==> src/rtl/pbit_clamp_sequencer_pkg.sv <==
// Shared types, sizes and helper functions for the p-bit clamp sequencer.
// The default sizes here are the ones the sequencer is built with.
package pbit_clamp_pkg;

    localparam int NUM_PBITS  = 53;
    localparam int H_W        = 8;
    localparam int MAG_W      = H_W - 1;
    localparam int CLAMP_N    = 8;
    localparam int CLAMP_BASE = NUM_PBITS - 16;
    localparam int CNT_W      = 16;
    localparam int RAMP_STEP  = 16;

    typedef enum logic [1:0] {
        IDLE = 2'd0,
        RAMP = 2'd1,
        HOLD = 2'd2
    } clamp_state_t;

    // The sum is formed one bit wider than the magnitude, so it never wraps
    // before being compared with the target.
    function automatic logic [MAG_W-1:0] sat_add_mag(
        input logic [MAG_W-1:0] mag,
        input logic [MAG_W-1:0] step,
        input logic [MAG_W-1:0] target
    );
        logic [H_W-1:0] sum;
        sum = {1'b0, mag} + {1'b0, step};
        if (sum > {1'b0, target}) begin
            return target;
        end
        return sum[MAG_W-1:0];
    endfunction

    // The magnitude is at most 2^(H_W-1)-1, so the negative value is never the
    // asymmetric most-negative code.
    function automatic logic signed [H_W-1:0] force_val(
        input logic             b,
        input logic [MAG_W-1:0] mag
    );
        logic signed [H_W-1:0] p;
        p = $signed({1'b0, mag});
        return b ? p : -p;
    endfunction

endpackage

==> src/rtl/pbit_clamp_sequencer_if.sv <==
// Clamp request channel. A request transfers on a cycle where req_valid and
// req_ready are both high; the payload is sampled only in that cycle.
interface pbit_clamp_sequencer_if #(
    parameter int CLAMP_N = 8,
    parameter int H_W     = 8,
    parameter int CNT_W   = 16
);
    logic               req_valid;
    logic               req_ready;
    logic [CLAMP_N-1:0] req_pattern;
    logic [CLAMP_N-1:0] req_mask;
    logic [H_W-2:0]     req_strength;
    logic [CNT_W-1:0]   req_hold;

    modport master (
        output req_valid, req_pattern, req_mask, req_strength, req_hold,
        input  req_ready
    );

    modport slave (
        input  req_valid, req_pattern, req_mask, req_strength, req_hold,
        output req_ready
    );
endinterface

==> src/rtl/pbit_clamp_sequencer_ramp_ctrl.sv <==
// Clamp sequencing FSM: ramps the forced magnitude to the target, holds it
// for hold+1 cycles, then returns to IDLE with a done or aborted pulse.
module pbit_clamp_sequencer_ramp_ctrl
    import pbit_clamp_pkg::*;
#(
    parameter int CNT_W     = pbit_clamp_pkg::CNT_W,
    parameter int RAMP_STEP = pbit_clamp_pkg::RAMP_STEP
) (
    input  logic             clk,
    input  logic             rst,
    input  logic             accept_i,
    input  logic             abort_i,
    input  logic [MAG_W-1:0] target_i,
    input  logic [CNT_W-1:0] hold_i,
    output clamp_state_t     state_o,
    output logic             busy_o,
    output logic [MAG_W-1:0] mag_o,
    output logic             done_o,
    output logic             aborted_o
);

    localparam logic [MAG_W-1:0] STEP = MAG_W'(RAMP_STEP);

    clamp_state_t     state_q, state_d;
    logic [MAG_W-1:0] mag_q, mag_d;
    logic [CNT_W-1:0] cnt_q, cnt_d;
    logic             done_q, done_d;
    logic             aborted_q, aborted_d;

    always_ff @(posedge clk) begin
        if (rst) begin
            state_q   <= IDLE;
            mag_q     <= '0;
            cnt_q     <= '0;
            done_q    <= 1'b0;
            aborted_q <= 1'b0;
        end else begin
            state_q   <= state_d;
            mag_q     <= mag_d;
            cnt_q     <= cnt_d;
            done_q    <= done_d;
            aborted_q <= aborted_d;
        end
    end

    always_comb begin
        state_d   = state_q;
        mag_d     = mag_q;
        cnt_d     = cnt_q;
        done_d    = 1'b0;
        aborted_d = 1'b0;
        case (state_q)
            IDLE: begin
                if (accept_i) begin
                    state_d = RAMP;
                    mag_d   = '0;
                end
            end
            RAMP: begin
                if (abort_i) begin
                    state_d   = IDLE;
                    mag_d     = '0;
                    aborted_d = 1'b1;
                end else if (mag_q == target_i) begin
                    state_d = HOLD;
                    cnt_d   = hold_i;
                end else begin
                    mag_d = sat_add_mag(mag_q, STEP, target_i);
                end
            end
            HOLD: begin
                // Abort takes priority over a completion in the same cycle.
                if (abort_i) begin
                    state_d   = IDLE;
                    mag_d     = '0;
                    aborted_d = 1'b1;
                end else if (cnt_q == '0) begin
                    state_d = IDLE;
                    mag_d   = '0;
                    done_d  = 1'b1;
                end else begin
                    cnt_d = cnt_q - 1'b1;
                end
            end
            default: begin
                state_d = IDLE;
                mag_d   = '0;
            end
        endcase
    end

    always_comb begin
        state_o   = state_q;
        busy_o    = (state_q != IDLE);
        mag_o     = mag_q;
        done_o    = done_q;
        aborted_o = aborted_q;
    end

endmodule

==> src/rtl/pbit_clamp_sequencer.sv <==
// Registered, ramped clamp between the bias stage and the p-bit array: holds
// the request latches and the output bias register array.
module pbit_clamp_sequencer
    import pbit_clamp_pkg::*;
#(
    parameter int NUM_PBITS  = pbit_clamp_pkg::NUM_PBITS,
    parameter int CLAMP_N    = pbit_clamp_pkg::CLAMP_N,
    parameter int CLAMP_BASE = NUM_PBITS - 16,
    parameter int CNT_W      = pbit_clamp_pkg::CNT_W,
    parameter int RAMP_STEP  = pbit_clamp_pkg::RAMP_STEP
) (
    input  logic                  clk,
    input  logic                  rst,
    pbit_clamp_sequencer_if.slave req_if,
    input  logic signed [H_W-1:0] h_i [NUM_PBITS],
    input  logic                  abort_i,
    output logic signed [H_W-1:0] h_clamped_o [NUM_PBITS],
    output logic                  clamp_active_o,
    output logic [MAG_W-1:0]      cur_mag_o,
    output logic                  done_o,
    output logic                  aborted_o,
    output clamp_state_t          dbg_state_o
);

    logic               accept;
    logic               busy;
    logic [MAG_W-1:0]   mag;
    logic [CLAMP_N-1:0] pattern_q, mask_q;
    logic [MAG_W-1:0]   target_q;
    logic [CNT_W-1:0]   hold_q;

    logic signed [H_W-1:0] h_q [NUM_PBITS];
    logic signed [H_W-1:0] h_d [NUM_PBITS];
    logic                  active_q;
    logic [MAG_W-1:0]      cur_mag_q;

    assign req_if.req_ready = (dbg_state_o == IDLE) && !abort_i;
    assign accept           = req_if.req_valid && req_if.req_ready;

    pbit_clamp_sequencer_ramp_ctrl #(
        .CNT_W     (CNT_W),
        .RAMP_STEP (RAMP_STEP)
    ) u_ctrl (
        .clk       (clk),
        .rst       (rst),
        .accept_i  (accept),
        .abort_i   (abort_i),
        .target_i  (target_q),
        .hold_i    (hold_q),
        .state_o   (dbg_state_o),
        .busy_o    (busy),
        .mag_o     (mag),
        .done_o    (done_o),
        .aborted_o (aborted_o)
    );

    always_ff @(posedge clk) begin
        if (rst) begin
            pattern_q <= '0;
            mask_q    <= '0;
            target_q  <= '0;
            hold_q    <= '0;
        end else if (accept) begin
            pattern_q <= req_if.req_pattern;
            mask_q    <= req_if.req_mask;
            target_q  <= req_if.req_strength;
            hold_q    <= req_if.req_hold;
        end
    end

    always_comb begin
        for (int i = 0; i < NUM_PBITS; i++) begin
            h_d[i] = h_i[i];
        end
        for (int j = 0; j < CLAMP_N; j++) begin
            if (busy && mask_q[j]) begin
                h_d[CLAMP_BASE + j] = force_val(pattern_q[j], mag);
            end
        end
    end

    always_ff @(posedge clk) begin
        if (rst) begin
            for (int i = 0; i < NUM_PBITS; i++) begin
                h_q[i] <= '0;
            end
            active_q  <= 1'b0;
            cur_mag_q <= '0;
        end else begin
            for (int i = 0; i < NUM_PBITS; i++) begin
                h_q[i] <= h_d[i];
            end
            active_q  <= busy;
            cur_mag_q <= busy ? mag : '0;
        end
    end

    assign h_clamped_o    = h_q;
    assign clamp_active_o = active_q;
    assign cur_mag_o      = cur_mag_q;

endmodule

==> src/flat_wrapper.sv <==
// flat-port wrapper written by rule: the top's interface ports become plain ports
module pbit_clamp_sequencer_flat import pbit_clamp_pkg::*;
#(
    parameter int NUM_PBITS  = pbit_clamp_pkg::NUM_PBITS,
    parameter int CLAMP_N    = pbit_clamp_pkg::CLAMP_N,
    parameter int CLAMP_BASE = NUM_PBITS - 16,
    parameter int CNT_W      = pbit_clamp_pkg::CNT_W,
    parameter int RAMP_STEP  = pbit_clamp_pkg::RAMP_STEP
)
  (clk, rst, h_i, abort_i, h_clamped_o, clamp_active_o, cur_mag_o, done_o, aborted_o, dbg_state_o, req_if_req_valid, req_if_req_pattern, req_if_req_mask, req_if_req_strength, req_if_req_hold, req_if_req_ready);
  pbit_clamp_sequencer_if #(.CLAMP_N(CLAMP_N), .H_W(8), .CNT_W(CNT_W)) req_if_i ();
  input  logic clk;
  input  logic rst;
  input  logic signed [H_W-1:0] h_i[NUM_PBITS];
  input  logic abort_i;
  output logic signed [H_W-1:0] h_clamped_o[NUM_PBITS];
  output logic clamp_active_o;
  output logic [MAG_W-1:0] cur_mag_o;
  output logic done_o;
  output logic aborted_o;
  output clamp_state_t dbg_state_o;
  input wire logic [$bits(req_if_i.req_valid)-1:0] req_if_req_valid;
  input wire logic [$bits(req_if_i.req_pattern)-1:0] req_if_req_pattern;
  input wire logic [$bits(req_if_i.req_mask)-1:0] req_if_req_mask;
  input wire logic [$bits(req_if_i.req_strength)-1:0] req_if_req_strength;
  input wire logic [$bits(req_if_i.req_hold)-1:0] req_if_req_hold;
  output wire logic [$bits(req_if_i.req_ready)-1:0] req_if_req_ready;
  assign req_if_i.req_valid = req_if_req_valid;
  assign req_if_i.req_pattern = req_if_req_pattern;
  assign req_if_i.req_mask = req_if_req_mask;
  assign req_if_i.req_strength = req_if_req_strength;
  assign req_if_i.req_hold = req_if_req_hold;
  assign req_if_req_ready = req_if_i.req_ready;
  pbit_clamp_sequencer #(.NUM_PBITS(NUM_PBITS), .CLAMP_N(CLAMP_N), .CLAMP_BASE(CLAMP_BASE), .CNT_W(CNT_W), .RAMP_STEP(RAMP_STEP)) u_core (.clk(clk), .rst(rst), .req_if(req_if_i), .h_i(h_i), .abort_i(abort_i), .h_clamped_o(h_clamped_o), .clamp_active_o(clamp_active_o), .cur_mag_o(cur_mag_o), .done_o(done_o), .aborted_o(aborted_o), .dbg_state_o(dbg_state_o));
endmodule
==> config.mk <==
export PLATFORM = sky130hd
export DESIGN_NAME = pbit_clamp_sequencer_flat
export DESIGN_NICKNAME = d
export VERILOG_FILES = /design/src/rtl/pbit_clamp_sequencer_pkg.sv /design/src/rtl/pbit_clamp_sequencer_if.sv /design/src/rtl/pbit_clamp_sequencer_ramp_ctrl.sv /design/src/rtl/pbit_clamp_sequencer.sv /design/src/flat_wrapper.sv
export SDC_FILE = /design/constraint.sdc
export NUM_CORES = 1
export LEC_CHECK = 0
export CAP_MARGIN = 20
export CORE_AREA = 2 2 349 351
export DETAILED_ROUTE_END_ITERATION = 6
export DIE_AREA = 0 0 351 353
export SETUP_SLACK_MARGIN = 0.15
export SYNTH_ARGS = -nofsm -noshare
export SYNTH_HDL_FRONTEND = slang
export SYNTH_SLANG_ARGS = --single-unit
==> constraint.sdc <==
create_clock -name clk -period 4.2 [get_ports clk]
set_input_delay 0.84 -clock clk [delete_from_list [all_inputs] [get_ports clk]]
set_output_delay 0.84 -clock clk [all_outputs]
set_load 0.005 [all_outputs]
==> flow_summary.ini, run 1 <==
[status]
status = finished clean

[timing]
hold_viol_final = 0
drv_slew = 0
fin_crit_sh = 0.821
final.setup_skew_ns = 0.0265
slew_headroom = 0.422
fin_crit_ns = 3.45
fin_setup_tns_ns = 0
setup_viol = 0
tightest_slew_ns = 0.864
rsz0062_at_grt = no
max_freq_mhz = 290

[floorplanning]
dieArea_mm2 = 0.124
die_h_um = 353
core-area_mm2 = 0.121
die_x_um = 351
start_util = 0.132
io_pins = 904
rows = 128

[clock_network]
clk_latency_ns = 0.66
cts_max_level = 2
cts.path.max_buffers = 3
cts_tree = built
clk_pin_slew_worst_paths_ns = 0.06
numCtsBuffers = 60
cts.sinks = 498
hold_buffers = 0
root_buffer = clkbuf_16
post_cts_buffers = 0
ctsResizeCount = 0

[critical_path]
critical_path.startpoint = u_core.u_ctrl.state_o[0]
timing.rr.start = u_core.u_ctrl.mag_o[4]
critPathRequiredTime_ns = 3.36
rrSetupSlack_ns = 1.26
crit_fanout = 17
startpoint_type = flip-flop
critPathKind = flip-flop to output pin
cp-end-kind = output pin
timing.rr.end = u_core.u_ctrl.cnt_q[1]
reg2reg_depth = 7
crit_path_end = req_if_req_ready
crit_arrival_ns = 2.61

[synth]
synth-edff-count = 0
async_flop_share = 0
synth_cells = 1532
synthFlopType = dfxtp_1
synth_cell_types = 51
yosys_warnings = 0
syn_area_per_cell_um2 = 10.4
syn-cell-area_mm2 = 0.0160
ys_seq_area_frac = 0.625
synth_nets = 2014
ys_ff_latch = 498

[drt]
drcViolationCount = 0
wl_per_cell_um = 20.9
wl_um = 85700
drtAntennaViolNets = 0
vias = 14539
drt_iter0_markers = 877
via_per_inst = 3.55
dr.pass1.iters = 5

[pwr]
p_leak_nw = 10.5
power.density_mw_per_mm2 = 444
peakVddDrop_uv = 290
finalPower_mw = 12.9

[layout]
utilization = 0.240
finalInstanceArea_mm2 = 0.0290
nets = 2898
mostFrequentLayoutCells = clkdlybuf4s50_1 (902), dfxtp_1 (498), nor2b_1 (376)
stdcell_count = 4099
syn_to_final_growth_pct = 81.7
final_common_cell = clkdlybuf4s50_1
layout-drive-gt1-share = 0.0560

[global_routing]
grt_pass1_vias = 14193
grt_first_pass_wirelength_um = 115000
track_usage = 0.132
antenna_found_initial = 58
grt.overflow.total = 0
grt_max_degree = 133

[worst_hold_path]
holdPathStages = 2
hold_class = flip-flop to flip-flop

[placement]
placed_cell_area_mm2 = 0.0268
port-buffer-count = 903
dpl.hpwl_um = 69800
gp_congestion = 0.855
dp_cells = 3979

[job]
maxCapViolations = 0
per-layer routing:
layer / global-route usage / share of wire / routed length, um / vias up
met5: 0 / 0.0021 / 182 / -
met4: 0.0400 / 0.027 / 2320 / 26
met3: 0.0527 / 0.11 / 9140 / 177
met2: 0.213 / 0.45 / 39000 / 775
met1: 0.161 / 0.41 / 35100 / 6791
li1: - / - / - / 6770
power by group:
group / internal [mW] / total (mW) / switching, mW / leakage, nW
registers: 5.03 / 5.20 / 0.170 / 4.13
clock network: 3.38 / 5.58 / 2.20 / 1.03
logic: 1.16 / 2.08 / 0.920 / 5.30
total: 9.57 / 12.9 / 3.29 / 10.5
cells by family (layout without fill, tap and decap cells):
kind of cell | Yosys count | count (layout) | synth area share
other cells | 0 | 10 | 0
flops | 498 | 498 | 0.625
xor+xnor | 11 | 11 | 0.00604
fa+ha+maj | 15 | 15 | 0.0118
simple gates | 661 | 661 | 0.230
mux | 35 | 35 | 0.0223
buf+inv | 128 | 1060 | 0.0313
compound gates | 184 | 184 | 0.0742
registers in the layout, indices dropped and copies added (netlist names), 2 cells and up:
signal	flops
u_core.hold_q	16
u_core.u_ctrl.state_o	2
u_core.target_q	7
u_core.u_ctrl.mag_o	7
u_core.pattern_q	8
u_core.mask_q	8
u_core.u_ctrl.cnt_q	16
u_core.h_clamped_o	424
u_core.cur_mag_o	7
per-stage QoR:
stage | worst slack, ns | hold slack, ns
after detailed placement | 1.11 | 0.452
final | 0.751 | 0.458
after floorplan | 1.64 | 0.432
after global routing | 0.609 | 0.482
after CTS | 0.652 | 0.461
after global placement | 1.12 | 0.447
cell usage after synthesis (5+ instances only):
master | instances | area [um2]
dfxtp_1 | 498 | 9970
nand2_1 | 100 | 375
inv_1 | 22 | 82.6
nor2b_1 | 376 | 2350
mux2_2 | 5 | 56.3
clkbuf_1 | 93 | 349
xnor2_1 | 8 | 70.1
nor2_1 | 98 | 368
buf_1 | 7 | 26.3
and2_1 | 8 | 50.1
mux2i_1 | 30 | 300
a211oi_1 | 17 | 128
nand3_1 | 9 | 45.0
ha_1 | 15 | 188
nor3_1 | 10 | 50.1
a21oi_1 | 54 | 270
a311oi_1 | 33 | 289
or3_1 | 34 | 213
o21ai_0 | 48 | 240
how the worst min path moves through the flow:
stage	from	to	slack, ns
after floorplan	u_core.hold_q[10]	u_core.hold_q[10]	0.43
after global placement	u_core.hold_q[8]	u_core.hold_q[8]	0.45
after detailed placement	u_core.hold_q[2]	u_core.hold_q[2]	0.45
after CTS	u_core.hold_q[2]	u_core.hold_q[2]	0.46
after global routing	u_core.hold_q[2]	u_core.hold_q[2]	0.48
final	u_core.hold_q[2]	u_core.hold_q[2]	0.46
cell type report:
class / instances / area [um2]
Tap cell: 1625 / 2030
Inverter: 22 / 82.6
Antenna cell: 10 / 25.0
Multi-Input combinational cell: 906 / 5490
Clock buffer: 83 / 1740
Clock inverter: 27 / 380
Sequential cell: 498 / 9970
Fill cell: 12936 / 91600
Timing Repair Buffer: 928 / 9270
worst max-delay path, cell delays in order, from the launching register on:
cell             delay, ns
dfxtp_1               0.33
inv_1                 0.09
ha_1                  0.63
nor2b_1               0.35
clkdlybuf4s50_1       0.56
Power figures use the tool's default switching activity.
==> run 2, diff against run 1 <==
--- a/config.mk
+++ b/config.mk
@@ -6,9 +6,9 @@
 export NUM_CORES = 1
 export LEC_CHECK = 0
 export CAP_MARGIN = 20
-export CORE_AREA = 2 2 349 351
+export CORE_AREA = 2 2 356 358
 export DETAILED_ROUTE_END_ITERATION = 6
-export DIE_AREA = 0 0 351 353
+export DIE_AREA = 0 0 358 360
 export SETUP_SLACK_MARGIN = 0.15
 export SYNTH_ARGS = -nofsm -noshare
 export SYNTH_HDL_FRONTEND = slang
==> constraint.sdc (replaced) <==
create_clock -name clk -period 3.1 [get_ports clk]
set_input_delay 0.62 -clock clk [delete_from_list [all_inputs] [get_ports clk]]
set_output_delay 0.62 -clock clk [all_outputs]
set_load 0.005 [all_outputs]
==> run 2 against run 1 <==
Compared with the run above: clock skew shrank 0.0051 ns; worst setup slack worse by 0.40 ns; combinational power is 39% higher; cell area grew 1.0%; wire length rose by 3.9%; critical path depth stayed put; global-route usage increased by 0.12 points; worst hold slack worse by 0.042 ns; critical path type unchanged.
==> flow_summary.ini, run 2 (same netlist as run 1, synthesis figures left out) <==
[status]
status = finished clean

[timing]
tightest_slew_ns = 0.731
setup_viol = 0
fin_setup_tns_ns = 0
final.setup_skew_ns = 0.0214
slew_headroom = 0.512
drv_slew = 0
hold_viol_final = 0
max_freq_mhz = 363
rsz0062_at_grt = no
fin_crit_sh = 0.888
fin_ws_ns = 0.346
fin_crit_ns = 2.75

[layout]
fillerInstances = 13392
layout-drive-gt1-share = 0.0647
seq_area_mm2 = 0.00997
final_common_cell = clkdlybuf4s50_1
multiInputGateArea_mm2 = 0.00550
syn_to_final_growth_pct = 83.5
nets = 2918
mostFrequentLayoutCells = clkdlybuf4s50_1 (902), dfxtp_1 (498), nor2b_1 (376)
largest_reg_flops = 424
utilization = 0.234
stdcell_count = 4152

[global_routing]
grt_pass1_vias = 14580
grt.overflow.total = 0
track_usage = 0.133
grt_max_degree = 84
antenna_found_initial = 76
grt_first_pass_wirelength_um = 118000

[critical_path]
cp-end-kind = output pin
critPathKind = flip-flop to output pin
timing.rr.start = u_core.u_ctrl.mag_o[6]
rrSetupSlack_ns = 0.64
timing.rr.end = u_core.u_ctrl.cnt_q[10]
reg2reg_depth = 6
critPathRequiredTime_ns = 2.48
crit_arrival_ns = 2.13
crit_fanout = 14
critical_path.startpoint = u_core.u_ctrl.state_o[0]
startpoint_type = flip-flop

[drt]
dr.pass1.iters = 5
via_per_inst = 3.50
wl_per_cell_um = 21.5
drcViolationCount = 0
vias = 14526
drt_iter0_markers = 751
wl_um = 89100
drtAntennaViolNets = 0

[clock_network]
clk_latency_ns = 0.65
clk_pin_slew_worst_paths_ns = 0.06
cts.path.max_buffers = 3
post_cts_buffers = 0
numCtsBuffers = 67
cts_max_level = 3
cts.sinks = 498
cts_tree = built
root_buffer = clkbuf_16

[worst_hold_path]
whs_endpoint = u_core.h_clamped_o[328]
hold_class = input pin to flip-flop
min_from = rst
holdPathStages = 2

[placement]
gp_congestion = 0.847
dp_cells = 4017
dpl.hpwl_um = 72400
port-buffer-count = 903
pre_cts_ws_ns = 0.546

[pwr]
combinationalPowerShare = 0.162
power.clock.fraction = 0.444
p_leak_nw = 10.6
power.density_mw_per_mm2 = 611
peakVddDrop_uv = 365
p_int_mw = 13.1
sequentialPowerShare = 0.394
finalPower_mw = 17.9
p_sw_frac = 0.266
switchingPower_mw = 4.76

[floorplanning]
rows = 130
core-area_mm2 = 0.125
die_x_um = 358
die_h_um = 360
io_pins = 904
dieArea_mm2 = 0.129
start_util = 0.128

[job]
maxCapViolations = 0
run 2: changes by cell type in the layout (fill, tap and decap cells not counted), sizes merged:
cell / delta
bufinv: -4
clkbuf: +8
diode: +5
inv: +6
buf: +13
run 2: cell type report:
| cell class | count | area share |
|---|---|---|
| Inverter | 22 | 0.00282 |
| Clock inverter | 29 | 0.0125 |
| Sequential cell | 498 | 0.340 |
| Tap cell | 1650 | 0.0705 |
| Timing Repair Buffer | 941 | 0.320 |
| Multi-Input combinational cell | 906 | 0.188 |
| Clock buffer | 91 | 0.0648 |
| Antenna cell | 15 | 0.00128 |
run 2: layer usage:
metal,routed length [um],part of all wire,up-vias,track usage
li1,-,-,6818,-
met1,32800,0.37,6673,0.141
met2,40400,0.45,788,0.206
met3,12500,0.14,199,0.0866
met4,3040,0.034,48,0.0610
met5,310,0.0035,-,0
run 2: worst max-delay path by stage:
stage / endpoint / slack, ns / cells past startpoint
after floorplan: u_core.u_ctrl.mag_o[6] / 0.54 / 11
final: req_if_req_ready / 0.35 / 4
after detailed placement: u_core.u_ctrl.mag_o[0] / 0.55 / 7
after global routing: req_if_req_ready / 0.15 / 4
after CTS: req_if_req_ready / 0.26 / 4
after global placement: u_core.u_ctrl.mag_o[1] / 0.55 / 7
run 2: power groups by stage:
| stage | Combinational [mW] | Clock [mW] | Sequential [mW] |
|---|---|---|---|
| after floorplan | 1.08 | 0 | 7.13 |
| after global placement | 2.90 | 0 | 7.17 |
| after detailed placement | 2.90 | 0 | 7.17 |
| after CTS | 2.95 | 8.31 | 7.04 |
| after global routing | 3.15 | 8.54 | 7.08 |
| final | 2.90 | 7.94 | 7.04 |
run 2: worst max-delay path: stages, from the launching register on:
cell             delay (ns)
dfxtp_1                0.34
inv_1                  0.13
ha_4                   0.27
nor2b_1                0.22
clkdlybuf4s50_1        0.54
run 2: through the flow:
step | cell area (um2) | hold WS [ns]
2_1_floorplan | 16000 | 0.432
3_3_place_gp | 27000 | 0.445
3_5_place_dp | 27000 | 0.449
4_1_cts | 29200 | 0.358
5_1_grt | 29300 | 0.377
6_report | 29300 | 0.416
run 2: what timing repair did:
item	4_1_cts	5_1_grt
hold buffers	0	0
endpoints found under the setup margin	1	0
resized for setup	2	0
==> run 3, diff against run 2 <==
--- a/config.mk
+++ b/config.mk
@@ -9,6 +9,7 @@
 export CORE_AREA = 2 2 356 358
 export DETAILED_ROUTE_END_ITERATION = 6
 export DIE_AREA = 0 0 358 360
+export GPL_ROUTABILITY_DRIVEN = 1
 export SETUP_SLACK_MARGIN = 0.15
 export SYNTH_ARGS = -nofsm -noshare
 export SYNTH_HDL_FRONTEND = slang
==> results of run 3 <==
No change in the layout: final DEF, timing and power equal those of run 2.
